[src/rtl/uart_tx_serializer.sv]
// UART-style transmitter: takes a parallel word over valid/ready and shifts out
// start, data (LSB first), optional parity and stop bits at a fixed baud divider.
module uart_tx_serializer #(
    parameter int CLKS_PER_BIT = 16,
    parameter int DATA_BITS    = 8,
    parameter int PARITY       = 0,
    parameter int STOP_BITS    = 1
) (
    input  logic                 clk,
    input  logic                 rst_n,
    input  logic [DATA_BITS-1:0] in_data,
    input  logic                 in_valid,
    output logic                 in_ready,
    output logic                 tx,
    output logic                 busy
);
    localparam int CW = (CLKS_PER_BIT > 1) ? $clog2(CLKS_PER_BIT) : 1;
    localparam int BW = $clog2(DATA_BITS);
    localparam logic [CW-1:0] CNT_MAX  = CW'(CLKS_PER_BIT - 1);
    localparam logic [BW-1:0] BIT_MAX  = BW'(DATA_BITS - 1);
    localparam logic [BW-1:0] STOP_MAX = BW'(STOP_BITS - 1);

    typedef enum logic [2:0] {IDLE, START, DATA, PAR, STOP} state_t;

    state_t               state;
    logic [CW-1:0]        div;
    logic [BW-1:0]        bitcnt;
    logic [DATA_BITS-1:0] shreg;
    logic                 par_bit;
    logic                 boundary;

    assign boundary = (div == CNT_MAX);
    assign in_ready = (state == IDLE);
    assign busy     = (state != IDLE);

    always_ff @(posedge clk or negedge rst_n) begin
        if (!rst_n) begin
            state   <= IDLE;
            div     <= '0;
            bitcnt  <= '0;
            shreg   <= '0;
            par_bit <= 1'b0;
            tx      <= 1'b1;
        end else begin
            case (state)
                IDLE: begin
                    div    <= '0;
                    bitcnt <= '0;
                    tx     <= 1'b1;
                    if (in_valid) begin
                        // parity is frozen from the captured word, not live input
                        shreg   <= in_data;
                        par_bit <= (^in_data) ^ (PARITY == 2);
                        tx      <= 1'b0;
                        state   <= START;
                    end
                end
                START: begin
                    if (boundary) begin
                        div   <= '0;
                        tx    <= shreg[0];
                        state <= DATA;
                    end else begin
                        div <= div + CW'(1);
                    end
                end
                DATA: begin
                    if (boundary) begin
                        div <= '0;
                        if (bitcnt == BIT_MAX) begin
                            bitcnt <= '0;
                            if (PARITY != 0) begin
                                tx    <= par_bit;
                                state <= PAR;
                            end else begin
                                tx    <= 1'b1;
                                state <= STOP;
                            end
                        end else begin
                            bitcnt <= bitcnt + BW'(1);
                            shreg  <= shreg >> 1;
                            tx     <= shreg[1];
                        end
                    end else begin
                        div <= div + CW'(1);
                    end
                end
                PAR: begin
                    if (boundary) begin
                        div   <= '0;
                        tx    <= 1'b1;
                        state <= STOP;
                    end else begin
                        div <= div + CW'(1);
                    end
                end
                STOP: begin
                    if (boundary) begin
                        div <= '0;
                        if (bitcnt == STOP_MAX) begin
                            bitcnt <= '0;
                            state  <= IDLE;
                        end else begin
                            bitcnt <= bitcnt + BW'(1);
                        end
                    end else begin
                        div <= div + CW'(1);
                    end
                end
                default: begin
                    state <= IDLE;
                    tx    <= 1'b1;
                    div   <= '0;
                end
            endcase
        end
    end
endmodule
[config.mk]
export PLATFORM = sky130hd
export DESIGN_NAME = uart_tx_serializer
export DESIGN_NICKNAME = d
export VERILOG_FILES = /design/src/rtl/uart_tx_serializer.sv
export SDC_FILE = /design/constraint.sdc
export NUM_CORES = 1
export LEC_CHECK = 0
export BUFFER_PORTS_ARGS = -buffer_cell sky130_fd_sc_hd__buf_4
export CAP_MARGIN = 30
export CORE_ASPECT_RATIO = 0.75
export CORE_UTILIZATION = 35
export DETAILED_ROUTE_END_ITERATION = 7
export SLEW_MARGIN = 20
export SYNTH_ARGS = -nofsm -noshare
export SYNTH_HDL_FRONTEND = slang
export SYNTH_SLANG_ARGS = --single-unit
[constraint.sdc]
create_clock -name clk -period 2 [get_ports clk]
set_input_delay 0.3 -clock clk [delete_from_list [all_inputs] [get_ports clk]]
set_output_delay 0.3 -clock clk [all_outputs]
set_load 0.03 [all_outputs]
### Word level (Yosys, flattened, before mapping)

Index checks and enable logic that the tools add are counted.

* equality and inequality tests: 14
* bitwise gates (word level): 1
* mux-type cells: 25
* reductions and logical operators: 10
* $add $sub $neg: 2

Operators with widths (number)
* $mux W3: 11
* $mux W8: 3
* $ne A2 B2 Y1 const B: 8
* $pmux W8 S2: 1
* $pmux W3 S5: 1
* $pmux W3 S3: 1
* $mux W4: 2
* $reduce_and A4 Y1: 2
* $reduce_and A7 Y1: 1
* $eq A3 B2 Y1 const B: 2
* $eq A3 B3 Y1 const B: 2
* $logic_not A3 Y1: 2
* $reduce_bool A3 Y1: 2
* $mux W1: 5
* $pmux W1 S5: 1
* $add A4 B1 Y4 const B: 1
* $eq A4 B4 Y1 const B: 1
* $reduce_or A4 Y1: 1
* $add A3 B1 Y3 const B: 1
* $eq A3 B1 Y1 const B: 1
* $reduce_and A3 Y1: 1
* $reduce_bool A2 Y1: 1
* $not A1 Y1: 1

* word-level logic and storage cells: 57
* bits in registers: 19
* bits of input ports: 11
* output and inout port bits: 3

### Longest topological paths before layout

* depth after elaboration: 4
* depth in mapped cells: 6
* gate-level depth less buffers: 6

### Worst setup path after synthesis

Ideal clock, no wire load.

* kind: register to register
* from: register state[0]
* to: register div[1]
* path buffers: 2
* slack: -0.206 ns
* stages on the path, launching flop included: 6
* clock period less this slack: 2.206 ns
* library setup time: 0.120 ns
* data required time: 1.880 ns
* arrival: 2.086 ns
* cells stage by stage: dfrtp_1 -> clkbuf_1 -> buf_2 -> nor3_1 -> inv_1 -> and3_1

* longest elaborated chain between the ends: 3
* elaborated cells on any way between the ends: 6
* classes of those cells: eq/ne (4); mux (1); reduce/logical (1)

Ends and longest elaborated chain
* start, declared: RTL line 25 `state_t state;`
* start signal, assigned: RTL line 38 `state <= IDLE;`
* start signal, assigned: RTL line 55 `state <= START;`
* start signal, assigned: RTL line 62 `state <= DATA;`
* $eq A3 B3 Y1 (tied with other cells): RTL line 45 `case (state)`
* $reduce_or A4 Y1 (no source line) (*)
* $mux W4 (*)
* end signal, assigned: RTL line 64 `div <= div + CW'(1);`
* end signal, assigned: RTL line 85 `div <= div + CW'(1);`
* end signal, assigned: RTL line 94 `div <= div + CW'(1);`
* end, declared: RTL line 26 `logic [CW-1:0] div;`

Mark *: on every way between the ends. The rest lies on a longest branch, timed or not.
A chain may end at the register's enable or synchronous reset.

### Worst setup path after layout

* from: register bitcnt[0]
* to: register shreg[3]

* longest elaborated chain between the ends: 3

Ends and longest elaborated chain
* start, declared: RTL line 27 `logic [BW-1:0] bitcnt;`
* start signal, assigned: RTL line 80 `bitcnt <= bitcnt + BW'(1);`
* start signal, assigned: RTL line 104 `bitcnt <= bitcnt + BW'(1);`
* $eq A3 B3 Y1: RTL line 70 `if (bitcnt == BIT_MAX) begin`
* $ne A2 B2 Y1 (no source line)
* $reduce_and A4 Y1 (no source line)
* end signal, assigned: RTL line 52 `shreg <= in_data;`
* end signal, assigned: RTL line 81 `shreg <= shreg >> 1;`
* end, declared: RTL line 28 `logic [DATA_BITS-1:0] shreg;`

Every way passes these cells.

==> results.txt <==
----------------------------------------------------
[Outcome]
  Status ... finished clean

[Floorplanning]
  Die area ... 0.00324 sq mm
  Chip Height ... 49.5 um
  Num ports ... 14
  Initial standard-cell utilization of the core ... 0.387
  Horiz. Die Dim ... ~65 um
  Placeable core area ... 0.00272 sq mm
  Number of standard-cell rows in the floorplan ... 16

[Yosys]
  Main combinational cell family by area after synthesis ... compound AO/OA/AOI/OAI gates
  Simple-gate share of the synthesized area ... 0.132
  Main synth FF type ... sky130_fd_sc_hd__dfrtp_1
  Multiplexer share of the synthesized area ... 0.0202
  Post-Synthesis Cells ... 102
  Post-Synth Adder-Cell Area ... 0.0689
  Distinct cell type count after synthesis ... 35
  Sequential fraction of the synthesis area ... 0.452
  Compound-Gate Fraction of Synth Area ... 0.267
  Post-synthesis async set-or-reset flop share ... 1.00
  Synth warn ... 0
  Netlist area before placement ... approximately 0.0011 sq mm
  Mean Syn Cell Area ... ~10 sq um
  Total of flip-flops plus latches after synthesis ... 19
  Number of enable flip-flop cells after synthesis ... 0
  Post-synthesis net count ... between 100 and 150
  Share of the synthesized netlist area taken by xor and xnor gates ... 0.00831

[Global routing]
  Overflow left after global routing ... 0
  Initial antenna violation count ... 0
  Wire length of the first global-routing pass ... around 3800 um
  Total GRT Usage ... 0.155
  Maximum number of pins on one net before global-route repair ... 20
  Vias in the first global route ... approximately 830

[Detailed routing]
  Initial DRT Pass Iterations ... 4
  Length of routed met2 wiring ... 925 um
  Remaining design rule violation count ... 0
  Total wire length after detailed routing ... 2180 um
  Vias ... around 850
  Length of routed met3 wiring ... ~110 um
  Total routed wire length on the met1 layer ... approximately 1100 um
  Vias per cell ... approximately 5.5
  DRT iter0 DRCs ... 22
  WL/cell ... ~14 um
  Number of nets still failing antenna checks after routing ... 0
  Uppermost layer routed ... met4

[Clock tree]
  Clock tree from TritonCTS ... yes
  Skew-Pair Late Insertion Delay ... ~0.25 ns
  Clock root buffer ... sky130_fd_sc_hd__clkbuf_8
  Number of sinks driven by the clock tree ... 19
  Total clock buffers created by CTS ... 3
  Number of buffers inserted by post-CTS setup repair ... 0
  Number of H-tree levels ... 1
  Number of buffers between clock root and the deepest sink ... 2
  Post-cts gate resize count ... 0
  Clock transition at the registers of the reported paths ... around 0.070 ns

[Final layout]
  Number of diodes added for antenna fixing ... 0
  Util after Layout ... 0.461
  Share of cells above drive strength 1 ... 0.237
  P&R area growth vs syn ... 19.1%
  Number of nets in the final layout ... 135
  Number of fill cells ... about 260

[Critical path]
  CP arrival ... about 2 ns
  Capturing element type of the critical path ... flop
  Cell chain of the critical path ... ha_1 -> ha_1 -> a2111oi_4 -> a21boi_4 -> a2bb2oi_1
  CP max stage cell ... sky130_fd_sc_hd__dfrtp_1
  Largest incremental delay on the critical path ... roughly 0.41 ns
  Data required time at the worst endpoint ... around 2.2 ns
  Crit path buf inv count ... 0
  Crit path max fanout ... 8
  CP delay by family, top ... compound AO/OA/AOI/OAI gates
  Worst reg-to-reg setup slack ... 0.14 ns
  Critical Path Source Type ... flop
  Category of the most critical setup path ... reg2reg
  CP dominant cell by count ... sky130_fd_sc_hd__ha_1

[Placement]
  RD Place Congestion ... 0.797
  Buffers added on ports ... 13
  Detailed placement HPWL ... 1580 um

[STA]
  Total negative slack for setup checks ... 0 ns
  Min cycle time layout ... about 1.9 ns
  Worst clock skew ... around 0.00096 ns
  Measured slew at the worst slew-check pin ... 0.580 ns
  Max Clk Rate ... roughly 0.54 GHz
  Headroom to the max-slew limit ... 0.613
  Final-report hold violation count ... 0
  Final setup violation count ... 0
  Max-slew violations ... 0
  Setup repair after global routing missed its margin ... no
  Post-route fraction of the period consumed by the critical path ... 0.930

[Power]
  Maximum ir drop on the vdd rail ... roughly 0.54 mV
  Power density relative to cell area ... between 1000 and 1500 mW/mm^2
  Total leakage power ... roughly 0.55 nW

[Hold path]
  Hold Crit Class ... in2reg

[Flow run]
  Number of max-cap violations ... 0

----------------------------------------------------
-- per-stage QoR --
step | area [sq um] | setup slack (ns) | hold WS (ns) | instances | power [mW]
floorplan | 1060 | 0.118 | 0.00441 | 102 | 1.18
global placement | 1200 | 0.204 | 0.186 | 149 | 1.34
detailed placement | 1200 | 0.162 | 0.193 | 149 | 1.35
CTS | 1250 | 0.146 | 0.272 | 154 | 1.62
global route | 1250 | 0.0340 | 0.324 | 154 | 1.73
finish | 1250 | 0.140 | 0.276 | 154 | 1.61
-- power breakdown --
group	switching [mW]	internal, mW	total, mW
Sequential	0.170	0.548	0.718
Clock	0.119	0.141	0.260
Combinational	0.301	0.331	0.632
Total	0.590	1.02	1.61
-- tightest hold or removal path: stages --
cell and delay, ns:
sky130_fd_sc_hd__buf_4 0.08, sky130_fd_sc_hd__nand3_1 0.05, sky130_fd_sc_hd__o21ai_0 0.06
-- flip-flops by register name, indices dropped and copies added, names as in the netlist --
| register | flops |
|---|---|
| shreg | 8 |
| div | 4 |
| bitcnt | 3 |
| state | 3 |
| tx | 1 |
-- per-layer routing --
layer,up-vias,track usage
li1,414,-
met1,401,0.225
met2,28,0.225
met3,4,0.0486
met4,0,0.0326
met5,-,0
-- repair_timing --
item | 4_1_cts | 5_1_grt
setup endpoints to repair | 0 | 0
endpoints found under the hold margin | 18 | 0
hold buffers | 1 | 0
-- placed cells by master (no fill, tap or decap), types with 2 or more instances in the layout --
master,instances
sky130_fd_sc_hd__o22ai_1,7
sky130_fd_sc_hd__ha_1,5
sky130_fd_sc_hd__o32a_1,2
sky130_fd_sc_hd__nand2b_1,3
sky130_fd_sc_hd__and3_1,2
sky130_fd_sc_hd__nor3_1,2
sky130_fd_sc_hd__a21oi_1,5
sky130_fd_sc_hd__buf_4,17
sky130_fd_sc_hd__a22oi_1,2
sky130_fd_sc_hd__inv_1,6
sky130_fd_sc_hd__a211oi_1,2
sky130_fd_sc_hd__nor2_1,7
sky130_fd_sc_hd__nand3_1,2
sky130_fd_sc_hd__dfrtp_1,18
sky130_fd_sc_hd__clkbuf_8,3
sky130_fd_sc_hd__o21ai_0,6
sky130_fd_sc_hd__nand2_1,4
sky130_fd_sc_hd__a2bb2oi_1,7
-- path summary, 6_finish.rpt --
kind                                       start              endpoint  cells after the start
hold / removal                        in_data[7]  shreg[7]$_DFFE_PN0P_                      3
hold reg to reg                 div[0]$_DFF_PN0_      div[0]$_DFF_PN0_                      1
max in group asynchronous                  rst_n        tx$_DFFE_PN1P_                      2
min in group asynchronous                  rst_n      div[2]$_DFF_PN0_                      2
setup reg to reg           bitcnt[0]$_DFFE_PN0P_  shreg[3]$_DFFE_PN0P_                      5
setup / recovery           bitcnt[0]$_DFFE_PN0P_  shreg[3]$_DFFE_PN0P_                      5
-- synthesized netlist by cell type, drive strengths merged (2+ instances only) --
cell,n,share of area
clkbuf,3,0.011
o22ai,7,0.042
and3,2,0.012
inv,6,0.021
a2bb2oi,7,0.058
o32a,2,0.019
a211oi,2,0.014
buf,3,0.019
a21oi,5,0.024
nor3,3,0.014
nand2b,3,0.018
ha,5,0.059
a22oi,2,0.014
nand3,2,0.0095
nor2,8,0.031
o21ai,6,0.029
dfrtp,18,0.43
nand2,4,0.014
-- final cells by class --
type	count	area [sq um]	share of cell area
tap	36	45.0	0.0359
sequential	19	477	0.380
multi-input combinational	71	528	0.421
clock buffer	4	45.0	0.0359
inverter	6	22.5	0.0179
timing repair buffer	18	138	0.110
-- cells by family after synthesis --
| family | after synthesis |
|---|---|
| flip-flops | 19 |
| XOR/XNOR | 1 |
| AO/OA/AOI/OAI | 36 |
| multiplexers | 2 |
| buffers and inverters | 12 |
| adder cells (fa/ha/maj) | 6 |
| AND/OR/NAND/NOR | 26 |
Note: power is estimated with default switching activity, not from simulation.
